File: config.mk
export PLATFORM = sky130hd
export DESIGN_NAME = vga_timing_gen
export DESIGN_NICKNAME = d
export VERILOG_FILES = /design/src/rtl/vga_timing_pkg.sv /design/src/rtl/vga_axis_counter.sv /design/src/rtl/vga_timing_gen.sv
export SDC_FILE = /design/constraint.sdc
export NUM_CORES = 1
export LEC_CHECK = 0
export ABC_AREA = 1
export CORE_MARGIN = 2
export CORE_UTILIZATION = 28
export CTS_CLUSTER_SIZE = 10
export DETAILED_ROUTE_END_ITERATION = 10
export GPL_TIMING_DRIVEN = 0
export HOLD_SLACK_MARGIN = 0.03
export PLACE_DENSITY = 0.52
export SETUP_SLACK_MARGIN = 0.02
export SYNTH_ARGS = -nofsm -noshare
export SYNTH_HDL_FRONTEND = slang
export SYNTH_SLANG_ARGS = --single-unit
export TNS_END_PERCENT = 1
File: constraint.sdc
create_clock -name clk -period 2 [get_ports clk]
set_input_delay 0.2 -clock clk [delete_from_list [all_inputs] [get_ports clk]]
set_output_delay 0.2 -clock clk [all_outputs]
set_load 0.02 [all_outputs]
File: src/rtl/vga_timing_pkg.sv
`default_nettype none
// ============================================================================
// Module     : vga_timing_pkg
// Description: Default 1280x720@60 raster constants, axis total helper and
//              the per-axis phase encoding shared by the VGA timing blocks.
// Revision   : 1.0 - initial release
// ============================================================================
package vga_timing_pkg;

    localparam int c_cnt_w    = 12;

    localparam int c_h_active = 1280;
    localparam int c_h_fp     = 110;
    localparam int c_h_sync   = 40;
    localparam int c_h_bp     = 220;

    localparam int c_v_active = 720;
    localparam int c_v_fp     = 5;
    localparam int c_v_sync   = 5;
    localparam int c_v_bp     = 20;

    function automatic int axis_total(input int active, input int fp,
                                      input int sync, input int bp);
        return active + fp + sync + bp;
    endfunction

    localparam int c_h_total = axis_total(c_h_active, c_h_fp, c_h_sync, c_h_bp);
    localparam int c_v_total = axis_total(c_v_active, c_v_fp, c_v_sync, c_v_bp);

    typedef enum logic [1:0] {
        PH_ACTIVE = 2'd0,
        PH_FRONT  = 2'd1,
        PH_SYNC   = 2'd2,
        PH_BACK   = 2'd3
    } phase_t;

endpackage
`default_nettype wire

File: src/rtl/vga_axis_counter.sv
`default_nettype none
// ============================================================================
// Module     : vga_axis_counter
// Description: One raster axis: wrapping position counter plus the
//              ACTIVE->FRONT->SYNC->BACK phase machine that tracks it.
// Revision   : 1.0 - initial release
// ============================================================================
module vga_axis_counter
    import vga_timing_pkg::*;
#(
    parameter int CNT_W  = c_cnt_w,
    parameter int ACTIVE = c_h_active,
    parameter int FP     = c_h_fp,
    parameter int SYNC   = c_h_sync,
    parameter int BP     = c_h_bp
) (
    input  logic             clk,
    input  logic             rst,
    input  logic             step,
    output logic [CNT_W-1:0] count,
    output phase_t           phase_nxt,
    output logic             wrap
);

    localparam int c_total = axis_total(ACTIVE, FP, SYNC, BP);

    localparam logic [CNT_W-1:0] c_last_active = CNT_W'(ACTIVE - 1);
    localparam logic [CNT_W-1:0] c_last_front  = CNT_W'(ACTIVE + FP - 1);
    localparam logic [CNT_W-1:0] c_last_sync   = CNT_W'(ACTIVE + FP + SYNC - 1);
    localparam logic [CNT_W-1:0] c_last        = CNT_W'(c_total - 1);

    logic [CNT_W-1:0] r_count;
    phase_t           r_phase;
    phase_t           w_phase_nxt;
    logic             w_wrap;

    // Phase follows the counter: it moves on when the counter leaves the
    // last index of the current phase, so no range comparators are needed.
    always_comb begin
        w_phase_nxt = r_phase;
        if (step) begin
            case (r_phase)
                PH_ACTIVE: if (r_count == c_last_active) w_phase_nxt = PH_FRONT;
                PH_FRONT:  if (r_count == c_last_front)  w_phase_nxt = PH_SYNC;
                PH_SYNC:   if (r_count == c_last_sync)   w_phase_nxt = PH_BACK;
                PH_BACK:   if (r_count == c_last)        w_phase_nxt = PH_ACTIVE;
                default:   w_phase_nxt = PH_BACK;
            endcase
        end
    end

    assign w_wrap = step && (r_count == c_last);

    always_ff @(posedge clk) begin
        if (rst) begin
            r_count <= c_last;
            r_phase <= PH_BACK;
        end else begin
            if (step) begin
                r_count <= w_wrap ? '0 : r_count + 1'b1;
            end
            r_phase <= w_phase_nxt;
        end
    end

    assign count     = r_count;
    assign phase_nxt = w_phase_nxt;
    assign wrap      = w_wrap;

endmodule
`default_nettype wire

File: src/rtl/vga_timing_gen.sv
`default_nettype none
// ============================================================================
// Module     : vga_timing_gen
// Description: Raster timing source: h/v counters, sync pulses, data enable,
//              frame-start strobe. Define VGA_FRAME_COUNT_EN to add the
//              16-bit frame_count output.
// Revision   : 1.0 - initial release
// ============================================================================
module vga_timing_gen
    import vga_timing_pkg::*;
#(
    parameter int CNT_W      = c_cnt_w,
    parameter int H_ACTIVE   = c_h_active,
    parameter int H_FP       = c_h_fp,
    parameter int H_SYNC     = c_h_sync,
    parameter int H_BP       = c_h_bp,
    parameter int V_ACTIVE   = c_v_active,
    parameter int V_FP       = c_v_fp,
    parameter int V_SYNC     = c_v_sync,
    parameter int V_BP       = c_v_bp,
    parameter bit H_SYNC_POL = 1'b1,
    parameter bit V_SYNC_POL = 1'b1
) (
    input  logic             clk,
    input  logic             rst,
    input  logic             pix_ce,
    output logic [CNT_W-1:0] h_counter,
    output logic [CNT_W-1:0] v_counter,
    output logic             h_sync,
    output logic             v_sync,
    output logic             de,
    output logic             frame_start
`ifdef VGA_FRAME_COUNT_EN
    ,
    output logic [15:0]      frame_count
`endif
);

    localparam int c_h_total_p = axis_total(H_ACTIVE, H_FP, H_SYNC, H_BP);
    localparam int c_v_total_p = axis_total(V_ACTIVE, V_FP, V_SYNC, V_BP);

    generate
        if ((c_h_total_p > (1 << CNT_W)) || (c_v_total_p > (1 << CNT_W))) begin : g_cnt_w_check
            $error("vga_timing_gen: H_TOTAL or V_TOTAL exceeds 2**CNT_W");
        end
    endgenerate

    phase_t w_h_phase_nxt;
    phase_t w_v_phase_nxt;
    logic   w_h_wrap;
    logic   w_v_wrap;

    logic   r_de;
    logic   r_h_sync;
    logic   r_v_sync;
    logic   r_frame_start;

    vga_axis_counter #(
        .CNT_W  (CNT_W),
        .ACTIVE (H_ACTIVE),
        .FP     (H_FP),
        .SYNC   (H_SYNC),
        .BP     (H_BP)
    ) u_h_axis (
        .clk       (clk),
        .rst       (rst),
        .step      (pix_ce),
        .count     (h_counter),
        .phase_nxt (w_h_phase_nxt),
        .wrap      (w_h_wrap)
    );

    // The h wrap already carries pix_ce, so the v axis steps once per line.
    vga_axis_counter #(
        .CNT_W  (CNT_W),
        .ACTIVE (V_ACTIVE),
        .FP     (V_FP),
        .SYNC   (V_SYNC),
        .BP     (V_BP)
    ) u_v_axis (
        .clk       (clk),
        .rst       (rst),
        .step      (w_h_wrap),
        .count     (v_counter),
        .phase_nxt (w_v_phase_nxt),
        .wrap      (w_v_wrap)
    );

    // Decoding from next phases keeps every flag aligned with the counters.
    always_ff @(posedge clk) begin
        if (rst) begin
            r_de          <= 1'b0;
            r_h_sync      <= ~H_SYNC_POL;
            r_v_sync      <= ~V_SYNC_POL;
            r_frame_start <= 1'b0;
        end else begin
            r_de          <= (w_h_phase_nxt == PH_ACTIVE) && (w_v_phase_nxt == PH_ACTIVE);
            r_h_sync      <= (w_h_phase_nxt == PH_SYNC) ? H_SYNC_POL : ~H_SYNC_POL;
            r_v_sync      <= (w_v_phase_nxt == PH_SYNC) ? V_SYNC_POL : ~V_SYNC_POL;
            r_frame_start <= w_v_wrap;
        end
    end

`ifdef VGA_FRAME_COUNT_EN
    logic [15:0] r_frame_count;

    always_ff @(posedge clk) begin
        if (rst) begin
            r_frame_count <= 16'd0;
        end else if (w_v_wrap) begin
            r_frame_count <= r_frame_count + 16'd1;
        end
    end

    assign frame_count = r_frame_count;
`endif

    assign de          = r_de;
    assign h_sync      = r_h_sync;
    assign v_sync      = r_v_sync;
    assign frame_start = r_frame_start;

endmodule
`default_nettype wire
==> After elaboration in Yosys (flattened, before gate mapping) <==
Index checks and enable logic that the tools add are counted.
{ "totals": {"ff_bits": 32, "in_bits": 3, "output_inout_bits": 28, "elab_cells": 49} }
{ "op_classes": {"n_eq_ne": 16, "mux": 16, "n_addsub": 2, "n_reduce_logical": 7} }
{ "op_table": {"columns": ["operator", "n"], "rows": [
  ["$eq 12x10->1 const B", 4],
  ["$eq 12x11->1 const B", 4],
  ["$add 12x1->12 const B", 2],
  ["$mux 12", 2],
  ["$mux 2", 10],
  ["$pmux 2 s4", 2],
  ["$eq 2x2->1 const B", 6],
  ["$logic_not 2->1", 4],
  ["$eq 2x1->1 const B", 2],
  ["$logic_and 1x1->1", 3],
  ["$mux 1", 2]
]} }

==> Logic depth before layout (Yosys ltp) <==
Gate-level depths: netlist of run 1.
{ "depth": {"word_depth": 6, "ltp_mapped": 12, "ltp_nobuf": 11} }

==> Cells and area by module <==
From an unflattened synthesis of run 1, not the netlist that was laid out.
{ "hier_totals": {"cells_unflattened": 303, "hier_area_um2": 1966.9} }
{ "by_module_without_submodules": {"columns": ["mod", "cells_per_inst", "area_per_inst_um2", "instances"], "rows": [
  ["vga_axis_counter at u_v_axis", 145, 959.7, 1],
  ["vga_axis_counter at u_h_axis", 142, 878.3, 1],
  ["vga_timing_gen", 16, 128.9, 1]
]} }

==> Least setup slack after synthesis of run 1 <==
No wires, ideal clock.
{ "synth_path": {"path_type": "reg2reg", "from": "register u_h_axis.r_count[0], in the netlist u_h_axis.count[0]", "to": "register u_v_axis.r_count[4], in the netlist u_v_axis.count[4]", "arrival_time_ns": 1.468, "stages_incl_launch_ff": 10, "slack_ns": 0.410, "path_buffers": 1, "required_time_ns": 1.878, "setup_ns": 0.122, "period_less_slack_ns": 1.590, "path_cell_list": "dfxtp_1 ha_1 nand2_1 nor2_1 nand2_1 nor2_2 buf_6 inv_2 o21ai_0 nor2_1"} }
{ "synth_between": {"elab_chain_cells": 4} }
{ "synth_rtl": {"columns": ["item", "line_no", "source"], "rows": [
  ["start: declaration", "vga_axis_counter.sv:32", "logic [CNT_W-1:0] r_count;"],
  ["start signal: assignment", "vga_axis_counter.sv:56", "r_count <= c_last;"],
  ["start signal: assignment", "vga_axis_counter.sv:60", "r_count <= w_wrap ? '0 : r_count + 1'b1;"],
  ["$eq 12x11->1 *", "vga_axis_counter.sv:52", "assign w_wrap = step && (r_count == c_last);"],
  ["$logic_and 1x1->1 *", "vga_axis_counter.sv:52", null],
  ["$logic_and 1x1->1", "vga_axis_counter.sv:52", null],
  ["$mux 12", "vga_axis_counter.sv:60", null],
  ["end signal: assignment", "vga_axis_counter.sv:56", null],
  ["end signal: assignment", "vga_axis_counter.sv:60", null],
  ["end: declaration", "vga_axis_counter.sv:32", null]
]} }
Mark *: on every way between the ends. The rest lies on a longest branch, timed or not.
A chain may end at the register's enable or synchronous reset.

==> Final worst setup path of run 1 <==
{ "layout_path": {"from": "register u_h_axis.r_count[0], in the netlist u_h_axis.count[0]", "to": "register r_de, in the netlist de"} }
{ "layout_between": {"elab_chain_cells": 6, "elab_cells_between_ends": 15, "cone_classes": "eq/ne (4); mux (7); reduce/logical (4)"} }
{ "layout_rtl": {"columns": ["item", "line_no", "source"], "rows": [
  ["$eq 12x11->1, on equally long branches", null, null],
  ["$mux 2, on equally long branches", null, null],
  ["$pmux 2 s4", "vga_axis_counter.sv:42", "case (r_phase)"],
  ["$mux 2", "vga_axis_counter.sv:41", "if (step) begin"],
  ["$logic_not 2->1", "vga_timing_gen.sv:97", "r_de <= (w_h_phase_nxt == PH_ACTIVE) && (w_v_phase_nxt == PH_ACTIVE);"],
  ["$logic_and 1x1->1 *", "vga_timing_gen.sv:97", null],
  ["end signal: assignment", "vga_timing_gen.sv:97", null],
  ["end: declaration", "vga_timing_gen.sv:53", "logic r_de;"]
]} }
Marked as above.

==> reports/metrics.yaml, run 1 <==
clocking:
  insertion_delay_ns: 0.28
  root_buffer: "clkbuf_8"
  hold_buffers: 0
  cts_tree: "built"
  clock_path_buffers: 2
  numCtsBuffers: 5
  path_clk_slew_ns: 0.06
  htreeDepth: 2
  clock_sinks: 32
power:
  ir_worst_vdd_uv: 285
  power_leakage_nw: 1.02
  p_per_area_mw_per_mm2: 866
setup_path:
  crit_end: "de"
  r2r-start: "u_h_axis.count[0]"
  cp-end-kind: "flop"
  cp.required_ns: 2.18
  worstReg2RegEnd: "de"
  critPathMaxFanout: 6
  worst-setup-path-type: "flop to flop"
  rrSetupSlack_ns: 0.22
  start_kind: "flop"
  reg2regPathDepth: 10
  worstPathArrival_ns: 1.96
  crit_path_start: "u_h_axis.count[0]"
grt:
  grt-ovfl-total: 0
  grt_use_total_pct: 14.8
  grt_pass1_wl_um: 8800
  antenna_found_initial: 0
  grt_max_degree: 11
  grt_pass1_vias: 1859
floorplanning:
  ios: 31
  die_h_um: 86.5
  die_w_um: 86.5
  core.rowCount: 30
  core_mm2: 0.00668
  start_util_pct: 28.5
  dieArea_mm2: 0.00749
drt:
  postRouteAntennaNets: 0
  dr_total_vias: 1900
  drt_iter0_drc: 127
  drc: 0
  firstDrtPassIters: 4
  wire_per_inst_um: 12.7
  vias_per_cell: 4.81
  drt-total-wl_um: 5030
placement:
  globalplace.congestion: 0.875
  hpwl_um: 3760
  port_buffers: 28
synthesis:
  ys_types: 28
  async_flop_share_pct: 0
  seq_area_frac_synth_pct: 33.6
  syn_inst: 282
  synth_nets: 290
  avgSynthCellArea_um2: 6.76
  dominantRegCellSynth: "dfxtp_1"
  synth-seq-cells: 32
  synth_enable_flop_cells: 0
  yosys_warnings: 0
  synthesis.area_mm2: 0.00191
timing:
  setup_viol: 0
  tightest_slew_ns: 0.580
  max_slew_margin_pct: 61.3
  fmax_mhz: 562
  fin_crit_sh_pct: 88.9
  drv_slew: 0
  hold_slack_ns: 0.206
  hold_viol_final: 0
  finalCriticalPeriod_ns: 1.78
  rsz0062_at_grt: "no"
  skew_ns: 0.00477
  finalSetupTns_ns: 0
layout:
  syn2layout_area_growth_pct: 23.8
  drive_gt1_share_pct: 8.57
  layout_common_cells: "68 x nand2_1, 33 x nor2_1, 32 x dfxtp_1"
  final_common_cell: "nand2_1"
  fin_nets: 325
  fillers: 738
  antenna_cells: 0
run_status:
  outcome: "complete, no violations"
flow_run:
  drv_cap: 0
hold_path:
  hold_class: "input port to flop"
-- per-stage QoR --
step | instances | setup WS [ns] | utilization, % | total power [mW] | cell area [µm²]
after floorplan | 282 | 0.410 | - | 1.34 | 1910
after global placement | 390 | 0.197 | 34.2 | 1.61 | 2290
after detailed placement | 390 | 0.171 | 34.2 | 1.61 | 2290
after CTS | 395 | 0.152 | 35.3 | 2.07 | 2360
after global routing | 395 | 0.0331 | 35.3 | 2.21 | 2360
final | 395 | 0.222 | 35.3 | 2.04 | 2360
-- timing repair --
item                                    in CTS  in global routing
resized for setup                            0                  1
endpoints found under the setup margin       0                  4
buffers inserted                             0                  0
-- cell usage after synthesis (all sizes together) (5+ instances only) --
master	count	area share [%]
nand2	72	15
nor2	38	8.1
inv	34	6.7
dfxtp	32	34
nand3	26	7.1
nor3	19	5.2
xor2	15	6.9
a21oi	10	3.2
nand4	7	2.3
o21ai	7	1.8
o211ai	6	2.4
ha	5	3.3
-- state kept, by name, summed over array words and instances, names as in the netlist --
name,flops
u_h_axis.r_phase,2
h_sync,1
frame_start,1
v_sync,1
u_v_axis.r_phase,2
u_v_axis.count,12
de,1
u_h_axis.count,12
-- area by class of cell --
type	instances	area [µm²]	share of cell area (%)
multi-input combinational	210	1100	46.6
sequential	32	641	27.1
timing repair buffer	28	280	11.9
inverter	35	131	5.56
tap	80	100	4.24
clock buffer	5	68.8	2.91
buffer	5	38.8	1.64
-- worst min path at each step --
| stage | cells past startpoint | from | slack, ns | to |
|---|---|---|---|---|
| after global placement | 2 | u_v_axis.count[11] | 0.47 | u_v_axis.count[11] |
| final | 2 | pix_ce | 0.21 | u_h_axis.count[0] |
| after global routing | 2 | pix_ce | 0.20 | u_h_axis.count[0] |
| after CTS | 2 | pix_ce | 0.19 | u_h_axis.count[0] |
| after floorplan | 2 | rst | 0.46 | u_h_axis.count[11] |
| after detailed placement | 2 | u_v_axis.count[11] | 0.48 | u_v_axis.count[11] |
-- power breakdown --
part	leakage [nW]	switching, mW	total, mW	internal, mW
logic	0.725	0.490	0.783	0.293
registers	0.261	0.100	0.815	0.715
clock network	0.0359	0.222	0.446	0.224
-- metal layers --
layer | vias to the layer above | GRT usage, % | wire length [µm]
met2 | 38 | 24.3 | 2390
met3 | 8 | 3.33 | 206
met1 | 873 | 19.2 | 2340
met4 | 0 | 4.97 | 95
met5 | - | 0 | 0
li1 | 981 | - | -
-- critical path, stage by stage (launching register included) --
cell and delay [ns]:
dfxtp_1 0.43, ha_1 0.22, nand2_1 0.12, nor2_1 0.14
nand3_1 0.18, nor2_4 0.23, nand2_1 0.08, nand2_1 0.06
nand2_1 0.08, nand3_1 0.10, nor2_2 0.03
-- kinds of logic (layout without fill, tap and decap cells) --
logic type,count (synthesis),count (layout),synth area share [%]
AND/OR/NAND/NOR,166,166,39.5
buffers and inverters,40,73,8.92
flip-flops,32,32,33.6
AO/OA/AOI/OAI,24,24,7.81
XOR/XNOR,15,15,6.89
adder cells (fa/ha/maj),5,5,3.28
Note: power is estimated with default switching activity, not from simulation.
==> inputs of run 2 (changes only) <==
Settings changed: GPL_TIMING_DRIVEN 0 to not set.
==> run 2 against run 1 <==
Net effect: cell count up 2.0%; core utilization grew 1.1 points; power is 5.1% higher.
==> reports/metrics.yaml, run 2 (same netlist as run 1, synthesis figures left out) <==
run_status:
  outcome: "complete, no violations"  # unchanged
placement:
  port_buffers: 30  # was 28
  preCtsSetupSlack_ns: 0.159  # was 0.171 ns
  hpwl_um: 3850  # was 3760 µm
  globalplace.congestion: 0.862  # was 0.875
  place_inst: 395  # was 390
drt:
  dr_total_vias: 1916  # was 1900
  vias_per_cell: 4.75  # was 4.81
  drc: 0  # unchanged
  drt_iter0_drc: 82  # was 127
  postRouteAntennaNets: 0  # unchanged
  firstDrtPassIters: 4  # unchanged
  drt-total-wl_um: 5120  # was 5030 µm
  wire_per_inst_um: 12.7  # about the same
layout:
  finalNonFillerCells: 403  # was 395
  multi_input_area_mm2: 0.00110  # unchanged
  syn2layout_area_growth_pct: 27.8  # was 23.8%
  layout_common_cells: "68 x nand2_1, 33 x nor2_1, 32 x dfxtp_1"  # unchanged
  fillers: 740  # was 738
  drive_gt1_share_pct: 9.91  # was 8.57%
  fin_nets: 330  # was 325
  antenna_cells: 0  # unchanged
  final_common_cell: "nand2_1"  # unchanged
  seqCellArea_um2: 641  # unchanged
grt:
  grt_pass1_vias: 1818  # was 1859
  antenna_found_initial: 0  # unchanged
  grt_pass1_wl_um: 8370  # was 8800 µm
  grt_max_degree: 12  # was 11
  grt_use_total_pct: 14.4  # was 14.8%
  grt-ovfl-total: 0  # unchanged
timing:
  finalCriticalPeriod_ns: 1.72  # was 1.78 ns
  rsz0062_at_grt: "no"  # unchanged
  max_slew_margin_pct: 77.7  # was 61.3%
  hold_slack_ns: 0.483  # was 0.206 ns
  fin_crit_sh_pct: 86.2  # was 88.9%
  drv_slew: 0  # unchanged
  skew_ns: 0.00670  # was 0.00477 ns
  finalWorstSetupSlack_ns: 0.277  # was 0.222 ns
  finalSetupTns_ns: 0  # unchanged
  setup_viol: 0  # unchanged
  tightest_slew_ns: 0.333  # was 0.580 ns
  hold_viol_final: 0  # unchanged
  fmax_mhz: 580  # was 562 MHz
clocking:
  insertion_delay_ns: 0.29  # was 0.28 ns
  numCtsBuffers: 5  # unchanged
  htreeDepth: 2  # unchanged
  hold_buffers: 0  # unchanged
  clock_sinks: 32  # unchanged
  postCtsSetupBuffers: 0  # unchanged
  clock_path_buffers: 2  # unchanged
  postCtsResizedCells: 0  # unchanged
  cts_tree: "built"  # unchanged
  path_clk_slew_ns: 0.07  # was 0.06 ns
  root_buffer: "clkbuf_8"  # unchanged
setup_path:
  worstPathArrival_ns: 1.95  # was 1.96 ns
  critPathMaxFanout: 8  # was 6
  slowest_delay_ns: 0.52  # was 0.43 ns
  r2r-start: "u_v_axis.count[0]"  # was u_h_axis.count[0]
  start_kind: "flop"  # unchanged
  cp_slowest_cell: "dfxtp_1"  # unchanged
  rrSetupSlack_ns: 0.28  # was 0.22 ns
  cpMostUsedCell: "nand2_1"  # unchanged
  worstReg2RegEnd: "de"  # unchanged
  cp.required_ns: 2.23  # was 2.18 ns
  crit_path_cell_trace: "ha_1 -> inv_1 -> nor3_1 -> nand2_1 -> nor2_1 -> nand3b_1 -> nand2_1 -> nand3_1 -> nor2_2"  # was ha_1 -> nand2_1 -> nor2_1 -> nand3_1 -> nor2_4 -> nand2_1 -> nand2_1 -> nand2_1 -> nand3_1 -> nor2_2
  reg2regPathDepth: 9  # was 10
  worst-setup-path-type: "flop to flop"  # unchanged
  cp-end-kind: "flop"  # unchanged
floorplanning:
  core_mm2: 0.00668  # unchanged
  ios: 31  # unchanged
  die_w_um: 86.5  # unchanged
  core.rowCount: 30  # unchanged
  die_h_um: 86.5  # unchanged
  dieArea_mm2: 0.00749  # unchanged
  start_util_pct: 28.5  # unchanged
power:
  p_total_mw: 2.15  # was 2.04 mW
  p_sw_uw: 842  # was 811 µW
  power_frac_clock_pct: 24.5  # was 21.8%
  switching_share_pct: 39.2  # was 39.7%
  pwr-share-comb_pct: 37.7  # was 38.3%
  internal_power_mw: 1.30  # was 1.23 mW
  p_per_area_mw_per_mm2: 881  # was 866 mW/mm²
  p_seq_share_pct: 37.8  # was 39.9%
  power_leakage_nw: 1.06  # was 1.02 nW
  ir_worst_vdd_uv: 307  # was 285 µV
hold_path:
  hold_class: "flop to flop"  # was input port to flop
  hold_path_depth: 2  # unchanged
  min-delay-start: "u_v_axis.count[11]"  # was pix_ce
  holdPathEnd: "u_v_axis.count[11]"  # was u_h_axis.count[0]
flow_run:
  drv_cap: 0  # unchanged
-- run 2: cell count changes in the layout (fill, tap and decap cells not counted), sizes merged --
| cell | change |
|---|---|
| buf | +5 |
| clkbuf | +1 |
| clkdlybuf4s50 | +2 |
-- run 2: per-layer routing --
| metal | track usage (%) | routed length, µm | vias to the layer above |
|---|---|---|---|
| li1 | - | - | 993 |
| met1 | 18.6 | 2510 | 889 |
| met2 | 23.8 | 2370 | 26 |
| met3 | 2.86 | 141 | 8 |
| met4 | 5.26 | 93 | 0 |
| met5 | 0 | 0 | - |
-- run 2: through the flow --
step / utilization [%] / area [µm²]
2_1_floorplan: - / 1910
3_3_place_gp: 35.0 / 2340
3_5_place_dp: 35.0 / 2340
4_1_cts: 36.4 / 2430
5_1_grt: 36.5 / 2440
6_report: 36.5 / 2440
-- run 2: how the worst max path moves through the flow --
stage,start,to,slack [ns]
after floorplan,u_h_axis.count[0],u_v_axis.count[4],0.41
after global placement,pix_ce,u_h_axis.count[7],0.23
after detailed placement,pix_ce,u_h_axis.count[7],0.16
after CTS,u_h_axis.count[1],de,0.23
after global routing,u_h_axis.count[1],de,0.08
final,u_v_axis.count[0],de,0.28
-- run 2: layout make-up --
class | count | share of cell area, %
multi-input combinational | 210 | 45.2
sequential | 32 | 26.3
timing repair buffer | 38 | 15.3
inverter | 35 | 5.39
tap | 80 | 4.11
clock buffer | 8 | 3.70
-- run 2: power groups by stage --
stage / Sequential (mW) / Combinational [mW] / Clock, mW
finish: 0.812 / 0.810 / 0.525
global route: 0.825 / 0.901 / 0.569
CTS: 0.812 / 0.809 / 0.549
detailed placement: 0.825 / 0.804 / 0
global placement: 0.828 / 0.803 / 0
floorplan: 0.883 / 0.462 / 0
-- run 2: worst max-delay path: cells and delay by family (launching register included) --
family                     cells  cell delay [ns]
adders and majority gates      1             0.27
buffers and inverters          1             0.07
DFF                            1             0.52
and+or+nand+nor                7             0.81
==> inputs of run 3 (changes only) <==
Settings changed: CORE_ASPECT_RATIO set to 1.2.
==> run 3 against run 2 <==
Net effect: fmax grew 1.4%; sequential power is 0.6% lower; global-route usage grew 0.46 points; clock skew decreased by 0.0031 ns; worst hold slack gained 0.0077 ns; final area about the same; core utilization rose by 0.89 points; non-clock buffer count stayed put; die area barely moved; sequential cell count is the same; largest cell class unchanged; largest power group is now combinational cells.
==> reports/metrics.yaml, run 3 (same netlist as run 1, synthesis figures left out) <==
floorplanning:
  dieArea_mm2: 0.00749  # about the same
  core.rowCount: 32  # was 30
  die_w_um: 79.3  # was 86.5 µm
  start_util_pct: 29.2  # was 28.5%
  core_mm2: 0.00653  # was 0.00668 mm²
  ios: 31  # unchanged
  die_h_um: 94.4  # was 86.5 µm
drt:
  postRouteAntennaNets: 0  # unchanged
  drc: 0  # unchanged
  vias_per_cell: 4.67  # was 4.75
  drt_iter0_drc: 62  # was 82
  firstDrtPassIters: 4  # unchanged
  drt-total-wl_um: 5100  # was 5120 µm
  dr_total_vias: 1905  # was 1916
  wire_per_inst_um: 12.5  # was 12.7 µm
layout:
  fillers: 720  # was 740
  fin_nets: 330  # unchanged
  syn2layout_area_growth_pct: 27.8  # about the same
  drive_gt1_share_pct: 9.91  # unchanged
  antenna_cells: 0  # unchanged
  finalNonFillerCells: 408  # was 403
  layout_common_cells: "68 x nand2_1, 33 x nor2_1, 32 x dfxtp_1"  # unchanged
  final_common_cell: "nand2_1"  # unchanged
setup_path:
  critPathMaxFanout: 5  # was 8
  worst-setup-path-type: "flop to flop"  # unchanged
  cp-end-kind: "flop"  # unchanged
  worstPathArrival_ns: 1.93  # was 1.95 ns
  cp.required_ns: 2.23  # about the same
  slowest_delay_ns: 0.31  # was 0.52 ns
  rrSetupSlack_ns: 0.30  # was 0.28 ns
  start_kind: "flop"  # unchanged
  crit_path_cell_trace: "inv_1 -> ha_1 -> nand2_1 -> nor2_1 -> nand3_1 -> nor2_2 -> nand3b_1 -> nand2_1 -> nand3_1 -> nor2_2"  # was ha_1 -> inv_1 -> nor3_1 -> nand2_1 -> nor2_1 -> nand3b_1 -> nand2_1 -> nand3_1 -> nor2_2
  cp_slowest_cell: "dfxtp_1"  # unchanged
power:
  ir_worst_vdd_uv: 340  # was 307 µV
  power_leakage_nw: 1.06  # about the same
  p_total_mw: 2.14  # was 2.15 mW
  p_per_area_mw_per_mm2: 880  # was 881 mW/mm²
clocking:
  clock_path_buffers: 2  # unchanged
  postCtsResizedCells: 0  # unchanged
  cts_tree: "built"  # unchanged
  numCtsBuffers: 5  # unchanged
  root_buffer: "clkbuf_8"  # unchanged
  clock_sinks: 32  # unchanged
  postCtsSetupBuffers: 0  # unchanged
  hold_buffers: 0  # unchanged
  insertion_delay_ns: 0.28  # was 0.29 ns
  path_clk_slew_ns: 0.07  # about the same
  htreeDepth: 2  # unchanged
timing:
  max_slew_margin_pct: 70.9  # was 77.7%
  finalCriticalPeriod_ns: 1.70  # was 1.72 ns
  drv_slew: 0  # unchanged
  fmax_mhz: 588  # was 580 MHz
  hold_viol_final: 0  # unchanged
  fin_crit_sh_pct: 85.0  # was 86.2%
  rsz0062_at_grt: "no"  # unchanged
  tightest_slew_ns: 0.433  # was 0.333 ns
  finalSetupTns_ns: 0  # unchanged
  setup_viol: 0  # unchanged
  skew_ns: 0.00357  # was 0.00670 ns
placement:
  globalplace.congestion: 0.920  # was 0.862
  hpwl_um: 3910  # was 3850 µm
  port_buffers: 30  # unchanged
  place_inst: 400  # was 395
run_status:
  outcome: "complete, no violations"  # unchanged
grt:
  grt_max_degree: 14  # was 12
  antenna_found_initial: 0  # unchanged
  top_usage_layer: "met2"  # unchanged
  grt_pass1_wl_um: 8690  # was 8370 µm
  met1_usage_pct: 17.5  # was 18.6%
  grt_pass1_vias: 1892  # was 1818
  use_met3_pct: 3.35  # was 2.86%
  grt_use_total_pct: 14.9  # was 14.4%
  grt-ovfl-total: 0  # unchanged
  use_met2_pct: 25.2  # was 23.8%
hold_path:
  hold_class: "flop to flop"  # unchanged
flow_run:
  drv_cap: 0  # unchanged
[run 3: cell count changes in the layout (fill, tap and decap cells not counted)]
cell    previous run  this run
nor2_2             4         5
nor2_4             1         0
[run 3: power by group]
part,switching (mW),internal [mW]
combinational,0.504,0.315
sequential,0.0920,0.715
clock,0.238,0.281
total,0.834,1.31
[run 3: metal layers]
metal  vias up  wire (µm)
met5         -          0
met4         0        157
met3        13        170
met2        43       2440
met1       853       2330
li1        996          -
[run 3: per-stage QoR]
step	worst slack [ns]	instance area [µm²]	hold slack, ns	util, %
after floorplan	0.410	1910	0.458	-
after global routing	0.0436	2440	0.529	37.3
after CTS	0.265	2440	0.492	37.3
final	0.300	2440	0.491	37.3
after global placement	0.220	2350	0.476	36.0
after detailed placement	0.171	2350	0.481	36.0
[run 3: area by class of cell]
type | count | area, µm² | share of cell area [%]
Tap cell | 85 | 106 | 4.36
Sequential cell | 32 | 641 | 26.3
Timing Repair Buffer | 38 | 373 | 15.3
Clock buffer | 8 | 90.1 | 3.70
Multi-Input combinational cell | 210 | 1100 | 45.0
Inverter | 35 | 131 | 5.39
[run 3: worst paths after layout]
check,start,endpoint,cells after the start
setup / recovery,u_h_axis.count[1],de,10
hold / removal,u_v_axis.count[11],u_v_axis.count[11],2
setup reg to reg,u_h_axis.count[1],de,10
hold reg to reg,u_v_axis.count[11],u_v_axis.count[11],2
[run 3: worst max-delay path: cells and delay by family (launching register included)]
kind,cells,cell delay (ns)
adder cells (fa/ha/maj),1,0.20
buffers and inverters,1,0.05
flip-flops,1,0.31
AND/OR/NAND/NOR,8,1.08
